==> config.mk <==
export PLATFORM = sky130hd
export DESIGN_NAME = muldiv_sequencer
export DESIGN_NICKNAME = d
export VERILOG_FILES = /design/src/rtl/muldiv_sequencer.sv
export SDC_FILE = /design/constraint.sdc
export NUM_CORES = 1
export LEC_CHECK = 0
export ABC_AREA = 1
export BUFFER_PORTS_ARGS = -buffer_cell sky130_fd_sc_hd__buf_2
export CAP_MARGIN = 20
export CORE_AREA = 10 10 137 232
export CTS_CLUSTER_DIAMETER = 120
export CTS_CLUSTER_SIZE = 10
export DETAILED_ROUTE_END_ITERATION = 8
export DIE_AREA = 0 0 147 242
export PLACE_DENSITY = 0.75
export SYNTH_ARGS = -nofsm -noshare
export SYNTH_HDL_FRONTEND = slang
export SYNTH_SLANG_ARGS = --single-unit
export TNS_END_PERCENT = 30
==> constraint.sdc <==
create_clock -name clk -period 4.4 [get_ports clk]
set_input_delay 0.22 -clock clk [delete_from_list [all_inputs] [get_ports clk]]
set_output_delay 0.22 -clock clk [all_outputs]
set_load 0.02 [all_outputs]
==> src/rtl/muldiv_sequencer.sv <==
// Iterative MUL/DIV/REM unit for the execute stage: shift-add multiply, restoring divide on
// magnitudes, with divide-by-zero and signed-overflow results resolved without iterating.
//
// state | meaning
// IDLE  | waiting for an accepted op; stall raised combinationally in the accept cycle
// RUN   | one iteration per cycle, XLEN cycles, pipeline held
// DONE  | result valid, done pulse high, pipeline released
module muldiv_sequencer #(
    parameter int XLEN = 32
) (
    input  logic            clk,
    input  logic            reset,
    input  logic            start,
    input  logic [3:0]      Function,
    input  logic [XLEN-1:0] SrcA,
    input  logic [XLEN-1:0] SrcB,
    input  logic            flush,
    output logic            stall,
    output logic            done,
    output logic [XLEN-1:0] result
);

    typedef enum logic [1:0] {IDLE, RUN, DONE} state_t;

    localparam int              CW      = $clog2(XLEN);
    localparam logic [CW-1:0]   LAST    = CW'(XLEN - 1);
    localparam logic [XLEN-1:0] MIN_NEG = {1'b1, {(XLEN-1){1'b0}}};

    state_t          state, state_nxt;
    logic [CW-1:0]   cnt;
    logic            op_mul, op_rem, neg_q, neg_r;
    logic [XLEN-1:0] opa, opb, acc;

    logic            fn_mul, fn_div, fn_rem, fn_valid, special;
    logic [XLEN-1:0] special_val, abs_a, abs_b;
    logic            load_ops, iterate, load_final, load_special;
    logic [XLEN-1:0] acc_nxt, opa_nxt, opb_nxt, final_val;
    logic [XLEN:0]   r_shift, r_sub;
    logic            r_ge;

    assign fn_mul   = (Function == 4'd3);
    assign fn_div   = (Function == 4'd4);
    assign fn_rem   = (Function == 4'd5);
    assign fn_valid = fn_mul | fn_div | fn_rem;

    assign special     = (fn_div | fn_rem) & ((SrcB == '0) | ((SrcA == MIN_NEG) & (SrcB == '1)));
    // Overflow DIV returns MIN_NEG, which is SrcA itself in that case
    assign special_val = (SrcB == '0) ? (fn_div ? '1 : SrcA) : (fn_div ? SrcA : '0);
    assign abs_a       = SrcA[XLEN-1] ? -SrcA : SrcA;
    assign abs_b       = SrcB[XLEN-1] ? -SrcB : SrcB;

    always_ff @(posedge clk) begin
        if (reset) state <= IDLE;
        else       state <= state_nxt;
    end

    always_comb begin
        state_nxt    = state;
        stall        = 1'b0;
        load_ops     = 1'b0;
        iterate      = 1'b0;
        load_final   = 1'b0;
        load_special = 1'b0;
        case (state)
            IDLE: begin
                if (start && fn_valid) begin
                    stall = 1'b1;
                    if (special) begin
                        state_nxt    = DONE;
                        load_special = 1'b1;
                    end else begin
                        state_nxt = RUN;
                        load_ops  = 1'b1;
                    end
                end
            end
            RUN: begin
                stall   = 1'b1;
                iterate = 1'b1;
                if (cnt == LAST) begin
                    state_nxt  = DONE;
                    load_final = 1'b1;
                end
            end
            DONE:    state_nxt = IDLE;
            default: state_nxt = IDLE;
        endcase
        // stall is deliberately left as computed: flush kills the op, not this cycle's hold
        if (flush) begin
            state_nxt    = IDLE;
            load_ops     = 1'b0;
            iterate      = 1'b0;
            load_final   = 1'b0;
            load_special = 1'b0;
        end
    end

    // opa: multiplicand (shifted left) or divisor magnitude
    // opb: multiplier (shifted right) or dividend magnitude shifting into quotient
    // acc: partial product or partial remainder
    always_comb begin
        r_shift   = {acc, opb[XLEN-1]};
        r_sub     = r_shift - {1'b0, opa};
        r_ge      = ~r_sub[XLEN];
        acc_nxt   = acc;
        opa_nxt   = opa;
        opb_nxt   = opb;
        final_val = '0;
        if (op_mul) begin
            acc_nxt = acc + (opb[0] ? opa : '0);
            opa_nxt = opa << 1;
            opb_nxt = opb >> 1;
        end else begin
            acc_nxt = r_ge ? r_sub[XLEN-1:0] : r_shift[XLEN-1:0];
            opb_nxt = {opb[XLEN-2:0], r_ge};
        end
        if (op_mul)      final_val = acc_nxt;
        else if (op_rem) final_val = neg_r ? -acc_nxt : acc_nxt;
        else             final_val = neg_q ? -opb_nxt : opb_nxt;
    end

    always_ff @(posedge clk) begin
        if (reset) begin
            cnt    <= '0;
            op_mul <= 1'b0;
            op_rem <= 1'b0;
            neg_q  <= 1'b0;
            neg_r  <= 1'b0;
            opa    <= '0;
            opb    <= '0;
            acc    <= '0;
            done   <= 1'b0;
            result <= '0;
        end else begin
            done <= load_final | load_special;
            if (flush) begin
                cnt <= '0;
            end else if (load_ops) begin
                cnt    <= '0;
                op_mul <= fn_mul;
                op_rem <= fn_rem;
                neg_q  <= SrcA[XLEN-1] ^ SrcB[XLEN-1];
                neg_r  <= SrcA[XLEN-1];
                acc    <= '0;
                opa    <= fn_mul ? SrcA : abs_b;
                opb    <= fn_mul ? SrcB : abs_a;
            end else if (iterate) begin
                cnt <= cnt + 1'b1;
                acc <= acc_nxt;
                opa <= opa_nxt;
                opb <= opb_nxt;
            end
            if (load_final)        result <= final_val;
            else if (load_special) result <= special_val;
        end
    end

endmodule

==> impl_metrics.csv <==
group,metric,value,unit
outcome,status,"completed",
critical_path,criticalPathCategory,"reg2reg",
global_route,first_global_vias,20607,
global_route,grt_start_max_net_pins,97,
drt,ant_nets,0,
floorplanning,row_count,81,
logic_synthesis,ys_ff_latch,140,
clock_network,numCtsBuffers,17,
finish,finalNonFillerCells,3474,
run,maxCapViolCount,0,
critical_path,critPathCaptureType,"flip-flop",
finish,area_growth,12.2,%
pwr,p_clk_share,25.9,%
logic_synthesis,synth_area,16400,sq um
sta,rsz0062_at_grt,"true",
critical_path,worstPathRequired,4.73,ns
drt,routed_wl,76000,um
floorplanning,fp.coreArea,27900,sq um
placed_design,post-place-ws,-0.0941,ns
critical_path,worst_ep_arrival_time,4.58,ns
global_route,use_met1,39.8,%
sta,setup_slack,0.150,ns
placed_design,port_buffers,105,
logic_synthesis,ys_async_sr_fraction,0,%
pwr,switchingPower,2610,uW
floorplanning,start_util,59.0,%
drt,drt_iter0_markers,2550,
drt,firstDrtPassIters,7,
sta,min_period_over_period,96.6,%
clock_network,clkTransAtPathRegs,0.07,ns
sta,slew_violations,0,
pwr,internal_power,2940,uW
logic_synthesis,synth_edf_count,0,
placed_design,dp_cells,3433,
drt,routed_via_density,6.21,
floorplanning,die_area,35600,sq um
drt,wl_per_cell,21.9,um
global_route,grt_pass1_wl,114000,um
logic_synthesis,syn_inst,2979,
clock_network,cts_max_level,4,
min_path,hold_path.class,"in2reg",
drt,vias,21557,
global_route,met2_usage,71.3,%
floorplanning,die_x,147,um
global_route,grt.busiest_layer,"met2",
sta,worst_pin_slew,0.991,ns
logic_synthesis,syn_nets,3123,
pwr,peakVddDrop,0.251,mV
clock_network,cts_root_buf,"clkbuf_16",
global_route,use_met3,8.73,%
logic_synthesis,avgSynthCellArea,5.52,sq um
clock_network,clock_sinks,140,
pwr,switching_share,47.1,%
sta,fin_skew,0.0102,ns
sta,fin_crit,4.25,ns
global_route,grt.total_usage,41.1,%
critical_path,worst_setup_path_start_kind,"flip-flop",
clock_network,ctsHoldBuffers,0,
logic_synthesis,ys_types,54,
logic_synthesis,ys_seq_area_share,17.0,%
logic_synthesis,synth-main-ff-cell,"dfxtp_1",
pwr,share_seq_of_total_power,23.3,%
sta,setup_viol,0,
clock_network,cts_tree,"done",
finish,fin_nets,3224,
floorplanning,pin_count,106,
placed_design,place.gp.congestion,1.12,
sta,slew_headroom,33.7,%
pwr,combPwrFrac,50.8,%
pwr,p_leak,0.00928,uW
finish,drive_gt1_share,11.8,%
pwr,p_per_area,301,nW/um^2
placed_design,hpwlAfterDp,59800,um
drt,route.detailed.drc,0,
sta,hold_violations,0,
clock_network,cts_buffer_depth,2,
logic_synthesis,yosys_warnings,0,
sta,fmax,235,MHz
finish,final_util,66.2,%
global_route,antenna_found_initial,10,
clock_network,clock_latency,0.47,ns
critical_path,worst-path-max-fanout,13,
floorplanning,die_y,242,um
global_route,grt-ovfl-total,0,
## critical path, stage by stage, from the launching register on
cell     delay (ns)
dfxtp_4        0.47
nand2_1        0.10
inv_1          0.07
ha_1           0.30
a21oi_1        0.24
nand2_1        0.22
nand3_1        0.12
nand2_1        0.12
nand2_1        0.10
nand2_1        0.08
nand2_1        0.08
nand2_1        0.19
o21ai_0        0.35
nand2_2        0.17
nor2_1         0.12
nand2_1        0.10
nor2_2         0.13
nand4_1        0.24
inv_1          0.13
nand2_1        0.08
nand2_1        0.06
nand2_1        0.05
nand3_1        0.09
nand2_1        0.05
nand2_1        0.33
a21oi_1        0.11
## cells in the final DEF (no fill, tap or decap), types with 37 or more instances in the layout
master / n
dfxtp_1: 137
inv_1: 409
ha_1: 63
nand4_1: 49
buf_2: 105
nor3_1: 37
nand2_1: 858
buf_4: 99
nand3_1: 175
a21oi_1: 217
nor2_1: 232
o21ai_0: 299
## layer usage
metal / wire (um) / part of all wire (%)
met5: 20 / 0.026
met4: 8410 / 11
met3: 6940 / 9.1
met2: 36600 / 48
met1: 24000 / 32
## what timing repair did
item | 4_1_cts | 5_1_grt
endpoints found under the setup margin | 9 | 23
buffers inserted | 0 | 1
resized for setup | 5 | 44
pin swaps | 2 | 13
## state kept, by name, summed over array words and instances, names as in the netlist
register and flops:
cnt 5, opa 32, op_mul 1, state 2, neg_r 1, acc 32, op_rem 1, opb 32
result 32, neg_q 1, done 1
## synthesized netlist by cell type (all sizes together), types with 2 or more instances
library cell	count	share of area, %
a21o	11	0.50
nand3b	13	0.59
o21ai	317	9.7
o22ai	25	0.95
ha	70	5.3
nand2	898	21
a21oi	225	7.0
o21a	3	0.14
o221ai	14	0.75
fa	2	0.24
nor4	15	0.65
a211oi	4	0.18
clkbuf	89	2.0
inv	423	9.7
nand3	189	6.1
xnor2	12	0.64
xor2	36	1.9
and2	2	0.076
a31oi	32	1.2
clkinv	4	0.091
nor3b	2	0.091
a22oi	8	0.37
or2	11	0.42
nand4	49	1.9
o31ai	5	0.23
buf	36	1.4
o21bai	9	0.41
dfxtp	140	17
o211ai	36	1.6
nor3	38	1.2
nor2	256	6.2
## layout make-up
cell class	count	area, sq um
flip-flops and latches	140	2810
clock inverters	15	143
well taps	373	467
fillers	2738	9430
repair buffers	207	1320
inverters	427	1600
diodes	8	20.0
clock buffers	17	425
multi-input cells	2287	11700
## path summary, 6_finish.rpt
check	slack, ns	endpoint	depth (start not counted)	from
setup reg to reg	0.15	result[31]	25	opb[0]
hold reg to reg	0.45	result[7]	2	result[7]
hold / removal	0.16	result[1]	3	SrcA[1]
setup / recovery	0.15	result[31]	25	opb[0]
## cell families (layout without fill, tap and decap cells)
logic type / Yosys count / in the layout / share of synthesized area, %
fa+ha+maj: 72 / 72 / 5.57
compound gates: 693 / 693 / 23.2
xor+xnor: 48 / 48 / 2.56
buf+inv: 552 / 666 / 13.2
other cells: 0 / 8 / 0
flops: 140 / 140 / 17.0
simple gates: 1474 / 1474 / 38.4
## through the flow
step                setup TNS, ns  power (uW)  instance area, sq um  hold slack (ns)
floorplan                       0        3090                 16400            0.410
global placement                0        3910                 17700            0.436
detailed placement         -0.278        3960                 17700            0.436
CTS                             0        5390                 18300            0.147
global route              -0.0637        5810                 18400            0.184
finish                          0        5560                 18400            0.163
## power by group through the flow
stage / clock network (uW) / registers (uW) / logic, uW
after global routing: 1480 / 1300 / 3030
final: 1440 / 1300 / 2820
after detailed placement: 0 / 1320 / 2640
after floorplan: 0 / 1320 / 1780
after global placement: 0 / 1320 / 2590
after CTS: 1430 / 1300 / 2660
Note: power is estimated with default switching activity, not from simulation.
